<file path="config.mk">
export PLATFORM = sky130hd
export DESIGN_NAME = sd_cmd_host
export DESIGN_NICKNAME = d
export VERILOG_FILES = /design/src/rtl/sd_cmd_host.sv
export SDC_FILE = /design/constraint.sdc
export NUM_CORES = 1
export LEC_CHECK = 0
export CAP_MARGIN = 5
export CORE_MARGIN = 5
export CORE_UTILIZATION = 40
export CTS_BUF_LIST = sky130_fd_sc_hd__clkbuf_4
export DETAILED_ROUTE_END_ITERATION = 8
export REMOVE_ABC_BUFFERS = 1
export SYNTH_ARGS = -nofsm -noshare
export SYNTH_HDL_FRONTEND = slang
export SYNTH_SLANG_ARGS = --single-unit
export TNS_END_PERCENT = 1
</file>
<file path="constraint.sdc">
create_clock -name i_clk -period 15.7 [get_ports i_clk]
set_clock_uncertainty 0.05 [all_clocks]
set_input_delay 3.925 -clock i_clk [delete_from_list [all_inputs] [get_ports i_clk]]
set_output_delay 3.925 -clock i_clk [all_outputs]
set_load 0.05 [all_outputs]
</file>
<file path="src/rtl/sd_cmd_host.sv">
// Host-side SD command-line engine: divides i_clk down to sd_clk, serialises
// 48-bit commands (start, dir, index, arg, CRC7, end) onto CMD, then captures
// and checks the card's 48-bit or 136-bit response.
module sd_cmd_host #(
  parameter int unsigned CLK_DIV = 4,
  parameter int unsigned TIMEOUT = 64
) (
  input  logic         i_clk,
  input  logic         i_rst_n,
  input  logic         i_cmd_valid,
  output logic         o_cmd_ready,
  input  logic [5:0]   i_cmd_index,
  input  logic [31:0]  i_cmd_arg,
  input  logic [1:0]   i_rsp_type,
  output logic         o_done,
  output logic [127:0] o_rsp_data,
  output logic         o_rsp_crc_err,
  output logic         o_rsp_timeout,
  output logic         o_sd_clk,
  output logic         o_sd_cmd_o,
  output logic         o_sd_cmd_t,
  input  logic         i_sd_cmd
);

  localparam int unsigned DIV_W = (CLK_DIV > 1) ? $clog2(CLK_DIV) : 1;
  localparam int unsigned TO_W  = $clog2(TIMEOUT + 1);

  typedef enum logic [2:0] {
    ST_IDLE,
    ST_TX,
    ST_WAIT_RSP,
    ST_RX,
    ST_GAP
  } state_e;

  // One CRC7 (x^7 + x^3 + 1) shift step for a single serial bit.
  function automatic logic [6:0] crc7_step(input logic [6:0] crc, input logic b);
    logic fb;
    fb = crc[6] ^ b;
    return {crc[5:3], crc[2] ^ fb, crc[1:0], fb};
  endfunction

  function automatic logic [6:0] crc7_40(input logic [39:0] d);
    logic [6:0] c;
    c = '0;
    for (int unsigned i = 0; i < 40; i++) c = crc7_step(c, d[39-i]);
    return c;
  endfunction

  function automatic logic [6:0] crc7_120(input logic [119:0] d);
    logic [6:0] c;
    c = '0;
    for (int unsigned i = 0; i < 120; i++) c = crc7_step(c, d[119-i]);
    return c;
  endfunction

  // Divider state
  logic [DIV_W-1:0] div_q, div_d;
  logic             sd_clk_q, sd_clk_d;
  logic             wrap, fall_en, rise_en;

  // Engine state
  state_e           state_q, state_d;
  logic [47:0]      frame_q, frame_d;
  logic [1:0]       type_q, type_d;
  logic [7:0]       bit_cnt_q, bit_cnt_d;
  logic [TO_W-1:0]  wait_cnt_q, wait_cnt_d;
  logic [3:0]       gap_cnt_q, gap_cnt_d;
  logic [135:0]     sr_q, sr_d;
  logic             cmd_o_q, cmd_o_d;
  logic             cmd_t_q, cmd_t_d;
  logic             ready_q, ready_d;
  logic             done_q, done_d;
  logic [127:0]     rsp_data_q, rsp_data_d;
  logic             crc_err_q, crc_err_d;
  logic             timeout_q, timeout_d;
  logic [7:0]       rx_len;

  // sd_clk divider: toggle on counter wrap, strobes mark the toggle cycle.
  always_comb begin
    wrap     = (div_q == DIV_W'(CLK_DIV - 1));
    div_d    = wrap ? '0 : div_q + 1'b1;
    sd_clk_d = wrap ? ~sd_clk_q : sd_clk_q;
    fall_en  = wrap & sd_clk_q;
    rise_en  = wrap & ~sd_clk_q;
  end

  // Command/response FSM next-state and datapath.
  always_comb begin
    state_d    = state_q;
    frame_d    = frame_q;
    type_d     = type_q;
    bit_cnt_d  = bit_cnt_q;
    wait_cnt_d = wait_cnt_q;
    gap_cnt_d  = gap_cnt_q;
    sr_d       = sr_q;
    cmd_o_d    = cmd_o_q;
    cmd_t_d    = cmd_t_q;
    done_d     = 1'b0;
    rsp_data_d = rsp_data_q;
    crc_err_d  = crc_err_q;
    timeout_d  = timeout_q;
    rx_len     = (type_q == 2'b10) ? 8'd136 : 8'd48;

    unique case (state_q)
      ST_IDLE: begin
        cmd_o_d = 1'b1;
        cmd_t_d = 1'b1;
        if (i_cmd_valid && ready_q) begin
          frame_d    = {2'b01, i_cmd_index, i_cmd_arg,
                        crc7_40({2'b01, i_cmd_index, i_cmd_arg}), 1'b1};
          type_d     = i_rsp_type;
          bit_cnt_d  = '0;
          rsp_data_d = '0;
          crc_err_d  = 1'b0;
          timeout_d  = 1'b0;
          state_d    = ST_TX;
        end
      end

      // Frame is shifted out MSB first; a 49th fall_en ends the last bit period.
      ST_TX: begin
        if (fall_en) begin
          if (bit_cnt_q < 8'd48) begin
            cmd_o_d   = frame_q[47];
            cmd_t_d   = 1'b0;
            frame_d   = {frame_q[46:0], 1'b0};
            bit_cnt_d = bit_cnt_q + 8'd1;
          end else begin
            cmd_o_d    = 1'b1;
            cmd_t_d    = 1'b1;
            bit_cnt_d  = '0;
            wait_cnt_d = '0;
            if (type_q == 2'b00) begin
              gap_cnt_d = '0;
              done_d    = 1'b1;
              state_d   = ST_GAP;
            end else begin
              state_d = ST_WAIT_RSP;
            end
          end
        end
      end

      ST_WAIT_RSP: begin
        if (rise_en) begin
          if (!i_sd_cmd) begin
            // Start bit is 0, so a cleared shifter already holds it.
            sr_d      = '0;
            bit_cnt_d = 8'd1;
            state_d   = ST_RX;
          end else if (wait_cnt_q == TO_W'(TIMEOUT - 1)) begin
            timeout_d = 1'b1;
            gap_cnt_d = '0;
            done_d    = 1'b1;
            state_d   = ST_GAP;
          end else begin
            wait_cnt_d = wait_cnt_q + 1'b1;
          end
        end
      end

      ST_RX: begin
        if (rise_en) begin
          sr_d      = {sr_q[134:0], i_sd_cmd};
          bit_cnt_d = bit_cnt_q + 8'd1;
          if (bit_cnt_q == rx_len - 8'd1) begin
            if (type_q == 2'b10) begin
              rsp_data_d = {sr_d[127:1], 1'b0};
              crc_err_d  = (crc7_120(sr_d[127:8]) != sr_d[7:1]) | ~sr_d[0];
            end else begin
              rsp_data_d = {90'b0, sr_d[45:8]};
              crc_err_d  = ((type_q == 2'b01) && (crc7_40(sr_d[47:8]) != sr_d[7:1]))
                           | ~sr_d[0];
            end
            gap_cnt_d = '0;
            done_d    = 1'b1;
            state_d   = ST_GAP;
          end
        end
      end

      ST_GAP: begin
        cmd_o_d = 1'b1;
        cmd_t_d = 1'b1;
        if (fall_en) begin
          if (gap_cnt_q == 4'd7) state_d = ST_IDLE;
          else                   gap_cnt_d = gap_cnt_q + 4'd1;
        end
      end

      default: state_d = ST_IDLE;
    endcase

    ready_d = (state_d == ST_IDLE);
  end

  // State and output registers.
  always_ff @(posedge i_clk or negedge i_rst_n) begin
    if (!i_rst_n) begin
      div_q      <= '0;
      sd_clk_q   <= 1'b0;
      state_q    <= ST_IDLE;
      frame_q    <= '0;
      type_q     <= '0;
      bit_cnt_q  <= '0;
      wait_cnt_q <= '0;
      gap_cnt_q  <= '0;
      sr_q       <= '0;
      cmd_o_q    <= 1'b1;
      cmd_t_q    <= 1'b1;
      ready_q    <= 1'b0;
      done_q     <= 1'b0;
      rsp_data_q <= '0;
      crc_err_q  <= 1'b0;
      timeout_q  <= 1'b0;
    end else begin
      div_q      <= div_d;
      sd_clk_q   <= sd_clk_d;
      state_q    <= state_d;
      frame_q    <= frame_d;
      type_q     <= type_d;
      bit_cnt_q  <= bit_cnt_d;
      wait_cnt_q <= wait_cnt_d;
      gap_cnt_q  <= gap_cnt_d;
      sr_q       <= sr_d;
      cmd_o_q    <= cmd_o_d;
      cmd_t_q    <= cmd_t_d;
      ready_q    <= ready_d;
      done_q     <= done_d;
      rsp_data_q <= rsp_data_d;
      crc_err_q  <= crc_err_d;
      timeout_q  <= timeout_d;
    end
  end

  assign o_sd_clk      = sd_clk_q;
  assign o_sd_cmd_o    = cmd_o_q;
  assign o_sd_cmd_t    = cmd_t_q;
  assign o_cmd_ready   = ready_q;
  assign o_done        = done_q;
  assign o_rsp_data    = rsp_data_q;
  assign o_rsp_crc_err = crc_err_q;
  assign o_rsp_timeout = timeout_q;

endmodule

</file>
* Word level (Yosys, flattened, before mapping)
Cells that the tools add are included.
** Storage, ports and cells
- Logic and storage cells :: 529
- Bits in registers :: 336
- Memories kept :: 0
- Latch bits :: 0
- Bits of input ports :: 44
- Memory bits (writable) :: 0
- Memory bits (read-only) :: 0
- Output and inout bits :: 135
** Operators by class
- $mul :: 0
- Shifts and indexed selects :: 0
- Reduce and logical (&&, ||, !) cells :: 23
- Equality and inequality tests :: 26
- Order comparisons :: 1
- Divide/modulo/power cells :: 0
- Bitwise logic cells :: 383
- Muxes and demuxes :: 75
- Add/subtract/negate cells :: 5
** Operators by type and width (count)
- $mux 128 :: 4
- $mux 127 :: 3
- $xor 1x1->1 :: 375
- $pmux 128 s2 :: 1
- $pmux 127 s2 :: 1
- $mux 48 :: 3
- $pmux 48 s2 :: 1
- $mux 8 :: 7
- $mux 4 :: 10
- $mux 7 :: 5
- $mux 3 :: 11
- $pmux 8 s4 :: 1
- $ne 2x2->1 const B :: 14
- $mux 1 :: 19
- $pmux 4 s4 :: 1
- $pmux 3 s5 :: 1
- $ne 7x7->1 :: 2
- $pmux 7 s2 :: 1
- $reduce_and 4->1 :: 3
- $reduce_and 6->1 :: 2
- $reduce_bool 2->1 :: 6
- $reduce_and 11->1 :: 1
- $add 8x1->8 const B :: 1
- $eq 8x8->1 :: 1
- 25 further kinds :: 39

* Depth between registers and ports, before layout
Gate-level depths: netlist (run 1).
- Depth in word-level cells :: 65
- Gate-level depth with buffers :: 15

* Worst setup path after synthesis (run 1)
No wires, ideal clock.
- Path kind :: input -> register
- From :: input i_cmd_index[2]
- To :: register frame_q[1]
- Required time :: 15.515 ns
- Stages on the path :: 12
- Arrival time :: 5.883 ns
- Buffers on the path :: 0
- Path slack :: 9.632 ns
- Cells stage by stage :: xor2_1 xnor2_1 xnor2_1 xnor2_1 xor2_1 xnor2_1 xnor2_1 xnor2_1 xnor2_1 nor2_1 a21oi_1 o21ai_0
** On the way
- Word-level cells in the longest chain between the ends :: 17
- Elaborated cells on any way between the ends :: 37
- Those cells by class :: mux: 2; bitwise: 35
** Ends and longest elaborated chain
- start, declared :: line 12 : input logic [5:0] i_cmd_index,
- $not 1->1 (no source line) *
- $xor 1x1->1 :: line 40 : return {crc[5:3], crc[2] ^ fb, crc[1:0], fb};
- $xor 1x1->1 :: line 39 : fb = crc[6] ^ b;
- $xor 1x1->1 :: line 40
- $xor 1x1->1 :: line 39
- $xor 1x1->1 :: line 40
- $xor 1x1->1 :: line 39
- $xor 1x1->1 :: line 40
- $xor 1x1->1 :: line 39
- $xor 1x1->1 :: line 40
- $xor 1x1->1 :: line 39
- $xor 1x1->1 :: line 40
- $xor 1x1->1 :: line 39
- $xor 1x1->1 * :: line 40
- $xor 1x1->1 * :: line 39
- $mux 48 * :: line 109 : if (i_cmd_valid && ready_q) begin
- $pmux 48 s2 * :: line 105 : unique case (state_q)
- end signal, assigned :: line 221 : frame_q <= frame_d;
- end, declared :: line 64 : logic [47:0] frame_q, frame_d;
Every way passes the cells marked *; elsewhere a longest branch is shown, timed or not. The select of a mux whose other input is x is not followed.
A chain may end at the register's enable or synchronous reset.

* Final worst setup path (run 1)
- From :: input i_cmd_valid
- To :: register rsp_data_q[111], in the netlist o_rsp_data[111]
** On the way
- Word-level cells in the longest chain between the ends :: 3
** Ends and longest elaborated chain
- start, declared :: line 10 : input logic i_cmd_valid,
- $logic_and 1x1->1 :: line 109
- $ne 2x2->1 (no source line)
- $reduce_and 4->1 (no source line)
- end signal, assigned :: line 231 : rsp_data_q <= rsp_data_d;
- end, declared :: line 74 : logic [127:0] rsp_data_q, rsp_data_d;
No other way between the ends.

==> metrics.md, run 1 <==
| Metric | Value |
|---|---|
| Setup CP Type | in2reg |
| Post-Syn Instances | ~1.5k |
| Slew Viols, Final | 0 |
| Clock period minus worst slack | roughly 6.5 ns |
| Setup TNS | 0 ns |
| Gr ovfl total | 0 |
| DIE AREA | about 48000 um2 |
| Top_reg_cell synth | dfrtp_1 |
| Crit path DAT | between 7 and 8 ns |
| Worst-path clk slew | roughly 0.060 ns |
| Dpl hpwl | approximately 29000 um |
| Non-Filler Instances | between 2k and 2.5k |
| Hold slack | 0.390 ns |
| GRT Total Usage | around 18% |
| Post-CTS setup buffers | 0 |
| Die Wd | about 220 um |
| Global-route wire length before repair | a little under 70000 um |
| Largest family of logic cells by synthesized area | XOR/XNOR gates |
| Critical path's largest stage delay | 0.77 ns |
| Max Clk Rate | between 150 and 200 MHz |
| Mean Syn Cell Area | 11.7 um2 |
| Worst path cell trace | clkdlybuf4s50_1 > nand2_1 > nor2_1 > nand2_1 > buf_4 > o21ai_0 > nand2_1 > buf_4 > nor2_4 > buf_4 > a22o_1 |
| CTS root buf | clkbuf_4 |
| Peak supply drop | 0.000137 V |
| Synthesis-stage register bit count | around 340 |
| DR pass1 iterations | 4 |
| RePlAce Congestion | approximately 0.8 |
| Hold buffer count at cts | 0 |
| Area delta synth->final | 19.2% |
| H-tree Lvls | 3 |
| CP max FO | between 50 and 60 |
| Compound-Gate Fraction of Synth Area | between 10% and 20% |
| Worst setup SP type | primary input |
| Worst-Margin Slew | around 1.2 ns |
| Number of synthesized flops with an enable pin | 0 |
| Power density over the cells | around 110 nW/um2 |
| Tcrit/Tclk final | a little over two fifths |
| Core footprint | 43100 um2 |
| Worst skew pair latency | a little under 0.8 ns |
| Remaining antenna violation count | 0 |
| Initial antenna violation count | 2 |
| Type of the worst min-delay path | reg2reg |
| Critical Path RT | roughly 16 ns |
| CP Capture Type | register |
| FILL cells | 3940 |
| Outcome | finished, final reports clean |
| P_leak | just over 9 nW |
| Num rows | 76 |
| Via count | approximately 12k |
| DRC | 0 |
| Iter 0 DRT Violations | between 500 and 600 |
| Slew headroom | 18.2% |
| Sink Count | approximately 340 |
| Io pins | between 150 and 200 |
| Post-synthesis sequential area ratio | 48.3% |
| Placed cells | roughly 2.2k |
| Num CTS Buffers | just over 90 |
| Mux share of post-synthesis cell area | roughly 2.3% |
| Post-Synth Adder-Cell Area | less than 1% |
| Number of gates resized after cts | 0 |
| Final WL | between 40000 and 50000 um |
| Post-synth ARST share | 100% |
| Yosys warns | 0 |
| Initial Util | 40.5% |
| Max-cap viol count | 0 |
| Buffer levels on the longest clock path | 3 |
| Share of layout cells above drive strength 1 | between 10% and 20% |
| Synth Area in XOR/XNOR | around 24% |
| Largest net degree at the start of global routing | 120 |
| CTS tree | built |
| RSZ-0062 raised after global routing | false |
| Post-synthesis simple-gate area fraction | ~6.1% |
| Vias in the first global route | between 10k and 15k |
| Wire length per cell | ~18 um |
| Synth Cell Area | 17400 um2 |
| Slowest-stage cell, CP | nor2_4 |
| Post-synth cell types | 53 |
| Final Setup Violations | 0 |
| Die height | around 220 um |
| Fin. Hold Viols | 0 |
| Vias/cell | ~5 |
| Post-layout net count | roughly 1.7k |
| Port bufs | about 180 |
cells in the final DEF, fill, tap and decap left out, types with 8 or more instances in the layout:
| cell type | Yosys | final |
|---|---|---|
| o21ai_0 | 68 | 68 |
| buf_4 | 0 | 14 |
| xnor3_1 | 45 | 45 |
| xnor2_2 | 9 | 9 |
| nor3_1 | 9 | 9 |
| nor2_1 | 103 | 101 |
| a21oi_1 | 15 | 15 |
| xor2_1 | 75 | 75 |
| clkinv_1 | 0 | 14 |
| nand2_1 | 80 | 79 |
| clkdlybuf4s50_1 | 0 | 177 |
| a22o_1 | 221 | 221 |
| nand3_1 | 13 | 13 |
| o22ai_1 | 39 | 39 |
| dfrtp_1 | 334 | 334 |
| xnor3_2 | 8 | 8 |
| xnor2_1 | 229 | 229 |
| mux2i_1 | 40 | 40 |
| clkbuf_4 | 0 | 133 |
cell type report:
class	instances	area (um2)	share of cell area (%)
Sequential cell	336	8410	40.5
Antenna cell	4	10.0	0.0482
Multi-Input combinational cell	1034	8630	41.5
Inverter	3	11.3	0.0542
Clock inverter	21	85.1	0.410
Timing Repair Buffer	192	1890	9.11
Tap cell	585	732	3.52
Clock buffer	133	998	4.81
routing by layer:
layer	GRT usage (%)	wire length, um	share of wire [%]
met2	28.9	20200	48
met4	4.71	597	1.4
met3	5.22	2560	6.0
met5	0	0	0
met1	23.5	19000	45
path summary, 6_finish.rpt:
kind	startpoint	end	slack, ns	cells after the start
max	i_cmd_valid	o_rsp_data[111]$_DFFE_PN0P_	9.16	11
min	div_q[0]$_DFF_PN0_	div_q[0]$_DFF_PN0_	0.39	1
max reg2reg	sr_q[115]$_DFFE_PN0P_	o_rsp_crc_err$_DFFE_PN0P_	10.20	14
min reg2reg	div_q[0]$_DFF_PN0_	div_q[0]$_DFF_PN0_	0.39	1
max in group asynchronous	i_rst_n	sr_q[22]$_DFFE_PN0P_	10.87	2
min in group asynchronous	i_rst_n	o_rsp_data[73]$_DFFE_PN0P_	3.22	1
power by group:
group / switching, mW / internal [mW]
Sequential: 0.0524 / 0.935
Combinational: 0.297 / 0.207
Clock: 0.358 / 0.385
metrics by stage:
stage | cell area [um2] | worst slack (ns) | total power [mW] | utilization, %
4_1_cts | 20800 | 9.24 | 2.27 | 48.2
3_3_place_gp | 19700 | 8.41 | 1.50 | 45.7
3_5_place_dp | 19700 | 8.38 | 1.51 | 45.7
6_report | 20800 | 9.16 | 2.24 | 48.2
5_1_grt | 20800 | 8.93 | 2.38 | 48.2
2_1_floorplan | 17000 | 5.14 | 1.37 | -
worst max-delay path: cells and delay by family:
kind                   cells  cell delay [ns]
AOI/OAI and AO/OA          2             0.49
buffers and inverters      4             1.58
and+or+nand+nor            5             1.09
registers in the layout (all words and copies together) (netlist names), 2 cells and up:
name        flops
type_q          2
state_q         3
bit_cnt_q       8
frame_q        48
sr_q          127
div_q           2
gap_cnt_q       4
o_rsp_data    128
wait_cnt_q      7
kinds of logic after synthesis:
group,Yosys count
buffers and inverters,118
xor gates and xnor gates,376
AOI/OAI and AO/OA,369
and+or+nand+nor,245
muxes,40
adders and majority gates,4
DFF,336
synthesized netlist by cell type, drive strengths merged (4+ instances only):
cell      n  area [um2]
nor2b     5        31.3
o21ai    70         350
xnor2   241        2230
ha        4        50.1
or3       6        37.5
a22o    221        1940
nand2    80         300
xor3      6         145
nand4     7        43.8
nor2    103         387
mux2i    40         400
a31oi     6        37.5
nand3    13        65.1
buf      12        50.1
o22ai    39         244
xor2     76         684
a21oi    15        75.1
nand2b    7        43.8
clkbuf  103         387
nor3      9        45.0
dfrtp   334        8360
xnor3    53        1200
Note: power is estimated with default switching activity, not from simulation.
==> run 2, diff against run 1 <==
==> constraint.sdc (replaced) <==
create_clock -name i_clk -period 5.9 [get_ports i_clk]
set_clock_uncertainty 0.05 [all_clocks]
set_input_delay 1.475 -clock i_clk [delete_from_list [all_inputs] [get_ports i_clk]]
set_output_delay 1.475 -clock i_clk [all_outputs]
set_load 0.05 [all_outputs]
==> metrics.md, run 2 (synthesis gave the netlist of run 1 again) <==
| Metric | Value |
|---|---|
| Buffer levels on the longest clock path | 3 (unchanged) |
| CTS tree | built (unchanged) |
| Area delta synth->final | 20.1% (was 19.2%) |
| Iter 0 DRT Violations | 629 (was 598) |
| Total Power | 6.10 mW (was 2.24 mW) |
| Hold buffer count at cts | 0 (unchanged) |
| Reg-to-reg slack, setup | 0.47 ns (was 10.20 ns) |
| DR pass1 iterations | 5 (was 4) |
| DIE AREA | 47800 um2 (unchanged) |
| GRT Total Usage | 18.4% (was 17.8%) |
| Port bufs | 178 (unchanged) |
| Io pins | 179 (unchanged) |
| Gr ovfl total | 0 (unchanged) |
| Most common cell after layout, fill and taps aside | dfrtp_1 (unchanged) |
| Slew headroom | 22.0% (was 18.2%) |
| Remaining antenna violation count | 0 (unchanged) |
| Crit. Startpoint | sr_q[121]$_DFFE_PN0P_ (was i_cmd_valid) |
| RSZ-0062 raised after global routing | false (unchanged) |
| Highest-count cells in the layout ignoring fill and taps | dfrtp_1 (334), xnor2_1 (229), a22o_1 (221) (unchanged) |
| Vias/cell | 5.21 (was 5.12) |
| Die Wd | 219 um (unchanged) |
| Post-CTS setup buffers | 0 (unchanged) |
| Worst setup SP type | register (was primary input) |
| Final WL | 43500 um (was 42400 um) |
| Largest net degree at the start of global routing | 128 (was 120) |
| Worst skew pair latency | 0.76 ns (was 0.78 ns) |
| Initial antenna violation count | 2 (unchanged) |
| Sink Count | 336 (unchanged) |
| Crit path DAT | 6.01 ns (was 7.18 ns) |
| Hold path startpoint | div_q[0]$_DFF_PN0_ (unchanged) |
| Power density over the cells | 292 nW/um2 (was 108 nW/um2) |
| DRC | 0 (unchanged) |
| Slew Viols, Final | 0 (unchanged) |
| Critical Path RT | 6.48 ns (was 16.34 ns) |
| Core footprint | 43100 um2 (unchanged) |
| Hold path endpoint | div_q[0]$_DFF_PN0_ (unchanged) |
| CP max FO | 6 (was 51) |
| Dpl hpwl | 29900 um (was 29300 um) |
| R2R cell count | 14 (unchanged) |
| Wire length per cell | 18.8 um (was 18.4 um) |
| Global-route wire length before repair | 71100 um (was 68700 um) |
| Worst path cell trace | xnor3_2 > xnor3_1 > xnor3_2 > xor3_2 > xnor2_4 > xor2_4 > xnor3_1 > xor3_1 > xnor3_2 > xnor3_1 > xnor3_1 > or3_1 > a21oi_1 > a31oi_1 (was clkdlybuf4s50_1 > nand2_1 > nor2_1 > nand2_1 > buf_4 > o21ai_0 > nand2_1 > buf_4 > nor2_4 > buf_4 > a22o_1) |
| Setup CP Type | reg2reg (was in2reg) |
| Min-Delay Path Depth | 1 (unchanged) |
| RePlAce Congestion | 0.843 (was 0.814) |
| Max Clk Rate | between 150 and 200 MHz |
| H-tree Lvls | 3 (unchanged) |
| Slowest-stage cell, CP | dfrtp_1 (was nor2_4) |
| Num CTS Buffers | 93 (was 91) |
| CTS root buf | clkbuf_4 (unchanged) |
| Post-layout net count | 1708 (was 1706) |
| Initial Util | 40.5% (unchanged) |
| FILL cells | 3997 (was 3940) |
| Vias in the first global route | 12.8k (was 12.4k) |
| Worst-Margin Slew | 1.16 ns (was 1.22 ns) |
| Final Setup Violations | 0 (unchanged) |
| Tcrit/Tclk final | 92.1% |
| Post-DP Area | 19700 um2 (about the same) |
| Die height | 219 um (unchanged) |
| Max-cap viol count | 0 (unchanged) |
| Via count | 12.1k (was 11.8k) |
| Outcome | finished, final reports clean (unchanged) |
| Peak supply drop | 0.000274 V (was 0.000137 V) |
| Cell repeated most along the worst path | xnor3_1 |
| Clock period minus worst slack | roughly 5.4 ns |
| Num rows | 76 (unchanged) |
| Number of gates resized after cts | 0 (unchanged) |
| CP Capture Type | register (unchanged) |
| P_leak | 9.17 nW (was 9.10 nW) |
| R2R Path End | o_rsp_crc_err$_DFFE_PN0P_ (unchanged) |
| Worst-path clk slew | 0.06 ns (about the same) |
| Fin. Hold Viols | 0 (unchanged) |
| R2r startpoint | sr_q[121]$_DFFE_PN0P_ (was sr_q[115]$_DFFE_PN0P_) |
| Design area | 20900 um2 (was 20800 um2) |
| Share of layout cells above drive strength 1 | 11.4% (was 11.1%) |
| Critical path's largest stage delay | 0.49 ns (was 0.77 ns) |
| Max FFs per register | 128 (unchanged) |
| Type of the worst min-delay path | reg2reg (unchanged) |
==> run 2: cell count changes in the layout (fill, tap and decap cells not counted), sizes merged <==
cell,before,now
diode,4,3
clkbuf,133,141
clkinvlp,1,0
clkinv,16,15
inv,7,4
bufinv,0,2
==> run 2: layout make-up <==
cell class | count | area (um2) | share of cell area (%)
multi-input combinational | 1034 | 8630 | 41.2
inverter | 3 | 11.3 | 0.0538
timing repair buffer | 192 | 1950 | 9.34
tap | 585 | 732 | 3.50
clock buffer | 141 | 1060 | 5.06
antenna | 3 | 7.51 | 0.0359
clock inverter | 18 | 121 | 0.580
sequential | 336 | 8410 | 40.2
==> run 2: metrics by stage <==
step	setup WS (ns)	instances	util (%)	setup TNS, ns	hold WS (ns)
5_1_grt	0.251	2312	48.6	0	0.427
2_1_floorplan	-4.66	1373	-	-477.78	0.360
6_report	0.466	2312	48.6	0	0.382
4_1_cts	0.440	2309	48.6	0	0.389
3_3_place_gp	0.541	2150	45.8	0	0.370
3_5_place_dp	0.436	2150	45.8	0	0.381
==> run 2: worst max-delay path by stage <==
stage,slack [ns],cells past startpoint,end
global route,0.25,14,o_rsp_crc_err$_DFFE_PN0P_
detailed placement,0.44,14,o_rsp_crc_err$_DFFE_PN0P_
finish,0.47,14,o_rsp_crc_err$_DFFE_PN0P_
global placement,0.54,14,o_rsp_crc_err$_DFFE_PN0P_
floorplan,-4.66,5,o_rsp_data[100]$_DFFE_PN0P_
CTS,0.44,14,o_rsp_crc_err$_DFFE_PN0P_
==> run 2: report_power, final <==
part | switching, mW | total [mW] | internal, mW
combinational | 0.802 | 1.36 | 0.557
sequential | 0.141 | 2.63 | 2.49
clock | 0.948 | 2.11 | 1.16
==> run 2: routing by layer <==
layer / up-vias / GRT usage (%) / routed length [um]
met3: 60 / 4.86 / 2370
met5: - / 0 / 0
li1: 5682 / - / -
met2: 306 / 30.3 / 21200
met4: 0 / 5.32 / 787
met1: 6002 / 24.2 / 19100
==> run 2: critical path: cells and delay by family (launching register included) <==
| family | cells | cell delay, ns |
|---|---|---|
| AO/OA/AOI/OAI | 2 | 0.25 |
| flip-flops | 1 | 0.49 |
| AND/OR/NAND/NOR | 1 | 0.37 |
| XOR/XNOR | 11 | 4.15 |
==> run 3, diff against run 2 <==
--- a/config.mk
+++ b/config.mk
@@ -10,6 +10,7 @@
 export CORE_UTILIZATION = 40
 export CTS_BUF_LIST = sky130_fd_sc_hd__clkbuf_4
 export DETAILED_ROUTE_END_ITERATION = 8
+export PLACE_DENSITY = 0.58
 export REMOVE_ABC_BUFFERS = 1
 export SYNTH_ARGS = -nofsm -noshare
 export SYNTH_HDL_FRONTEND = slang
==> metrics.md, run 3 (synthesis gave the netlist of run 1 again) <==
| Metric | Value |
|---|---|
| Outcome | finished, final reports clean (unchanged) |
| Global-route wire length before repair | 70200 um (was 71100 um) |
| Post-CTS setup buffers | 0 (unchanged) |
| Die Wd | 219 um (unchanged) |
| Buffer levels on the longest clock path | 3 (unchanged) |
| Largest net degree at the start of global routing | 128 (unchanged) |
| Share of layout cells above drive strength 1 | 11.2% (was 11.4%) |
| Initial Util | 40.5% (unchanged) |
| Core footprint | 43100 um2 (unchanged) |
| Worst setup SP type | register (unchanged) |
| Io pins | 179 (unchanged) |
| CTS tree | built (unchanged) |
| GRT Total Usage | 18.3% (was 18.4%) |
| Wire length per cell | 18.9 um (was 18.8 um) |
| Most common cell after layout, fill and taps aside | dfrtp_1 (unchanged) |
| Gr ovfl total | 0 (unchanged) |
| CP Capture Type | register (unchanged) |
| Critical path's largest stage delay | 0.53 ns (was 0.49 ns) |
| Type of the worst min-delay path | reg2reg (unchanged) |
| Dpl hpwl | 29800 um (was 29900 um) |
| DR pass1 iterations | 6 (was 5) |
| Fin. Hold Viols | 0 (unchanged) |
| Worst skew pair latency | 0.76 ns (about the same) |
| Critical Path RT | 6.49 ns (was 6.48 ns) |
| Worst-Margin Slew | 1.03 ns (was 1.16 ns) |
| CTS root buf | clkbuf_4 (unchanged) |
| Design area | 20900 um2 (about the same) |
| DIE AREA | 47800 um2 (unchanged) |
| Peak supply drop | 0.000218 V (was 0.000274 V) |
| Num rows | 76 (unchanged) |
| H-tree Lvls | 3 (unchanged) |
| Max-cap viol count | 0 (unchanged) |
| Vias in the first global route | 12.5k (was 12.8k) |
| Highest-count cells in the layout ignoring fill and taps | dfrtp_1 (334), xnor2_1 (229), a22o_1 (221) (unchanged) |
| Slew headroom | 31.1% (was 22.0%) |
| Tcrit/Tclk final | 90.8% (was 92.1%) |
| Hold buffer count at cts | 0 (unchanged) |
| Post-DP Area | 19700 um2 (about the same) |
| Setup TNS | 0 ns (unchanged) |
| Number of gates resized after cts | 0 (unchanged) |
| Sink Count | 336 (unchanged) |
| Num CTS Buffers | 91 (was 93) |
| Slowest-stage cell, CP | xnor3_2 (was dfrtp_1) |
| Via count | 12.0k (was 12.1k) |
| Min-Delay Path Depth | 1 (unchanged) |
| DRC | 0 (unchanged) |
| Worst-path clk slew | 0.07 ns (was 0.06 ns) |
| R2R cell count | 14 (unchanged) |
| Post-layout net count | 1708 (unchanged) |
| Final Setup Violations | 0 (unchanged) |
| Iter 0 DRT Violations | 602 (was 629) |
| Setup CP Type | reg2reg (unchanged) |
| Max FFs per register | 128 (unchanged) |
| Final WL | 43700 um (was 43500 um) |
| Power density over the cells | 294 nW/um2 (was 292 nW/um2) |
| Die height | 219 um (unchanged) |
| Initial antenna violation count | 1 (was 2) |
| Worst path cell trace | xnor3_2 > xnor3_2 > xor2_1 > xnor2_1 > xnor2_1 > xnor2_2 > xnor3_1 > xnor3_2 > xnor2_4 > xnor3_1 > xnor3_1 > or3_1 > a21oi_1 > a31oi_1 (was xnor3_2 > xnor3_1 > xnor3_2 > xor3_2 > xnor2_4 > xor2_4 > xnor3_1 > xor3_1 > xnor3_2 > xnor3_1 > xnor3_1 > or3_1 > a21oi_1 > a31oi_1) |
| Remaining antenna violation count | 0 (unchanged) |
| Slew Viols, Final | 0 (unchanged) |
| Vias/cell | 5.20 (was 5.21) |
| Port bufs | 178 (unchanged) |
| RSZ-0062 raised after global routing | false (unchanged) |
| Clock period minus worst slack | 5.35 ns (was 5.43 ns) |
| Crit path DAT | 5.94 ns (was 6.01 ns) |
| FILL cells | 3922 (was 3997) |
| RePlAce Congestion | 0.841 (was 0.843) |
| Max Clk Rate | 187 MHz (was 184 MHz) |
| Final core utilization | 48.6% (about the same) |
| P_leak | 9.18 nW (was 9.17 nW) |
| CP max FO | 6 (unchanged) |
| Area delta synth->final | 20.2% (was 20.1%) |
==> run 3: report_power, final <==
part	total (mW)	internal (mW)	leakage, nW	switching (mW)
clock network	2.19	1.21	0.712	0.981
registers	2.63	2.49	4.49	0.143
logic	1.35	0.554	3.98	0.792
total	6.16	4.25	9.18	1.92
==> run 3: metrics by stage <==
stage / worst slack, ns / power [mW] / hold WS, ns / std cells
after floorplan: -4.66 / 3.64 / 0.360 / 1373
after global placement: 0.567 / 4.01 / 0.369 / 2152
after detailed placement: 0.526 / 4.03 / 0.391 / 2152
after CTS: 0.544 / 6.27 / 0.399 / 2313
after global routing: 0.306 / 6.55 / 0.428 / 2315
final: 0.545 / 6.16 / 0.390 / 2315
==> run 3: cell type report <==
cell class | instances | area (um2) | area share (%)
clock inverter | 28 | 221 | 1.06
multi-input combinational | 1034 | 8630 | 41.2
timing repair buffer | 194 | 1940 | 9.28
antenna | 2 | 5.00 | 0.0239
inverter | 3 | 11.3 | 0.0538
clock buffer | 133 | 998 | 4.77
sequential | 336 | 8410 | 40.1
tap | 585 | 732 | 3.49
==> run 3: path summary, 6_finish.rpt <==
kind / start / to / slack [ns]
hold / removal: div_q[0]$_DFF_PN0_ / div_q[0]$_DFF_PN0_ / 0.39
hold reg to reg: div_q[0]$_DFF_PN0_ / div_q[0]$_DFF_PN0_ / 0.39
setup reg to reg: sr_q[122]$_DFFE_PN0P_ / o_rsp_crc_err$_DFFE_PN0P_ / 0.55
min in group asynchronous: i_rst_n / o_rsp_data[81]$_DFFE_PN0P_ / 0.73
setup / recovery: sr_q[122]$_DFFE_PN0P_ / o_rsp_crc_err$_DFFE_PN0P_ / 0.55
max in group asynchronous: i_rst_n / frame_q[14]$_DFFE_PN0P_ / 3.83
==> run 3: critical path: cells and delay by family, from the launching register on <==
kind | cells | cell delay (ns)
AOI/OAI and AO/OA | 2 | 0.25
xor gates and xnor gates | 11 | 4.08
DFF | 1 | 0.49
and+or+nand+nor | 1 | 0.37
==> run 3: layer usage <==
metal	vias to the layer above	routed length (um)	GRT usage (%)	share of wire (%)
li1	5680	-	-	-
met1	5993	19300	24.4	44
met2	305	21200	29.9	49
met3	50	2580	4.81	5.9
met4	0	575	4.84	1.3
met5	-	0	0	0
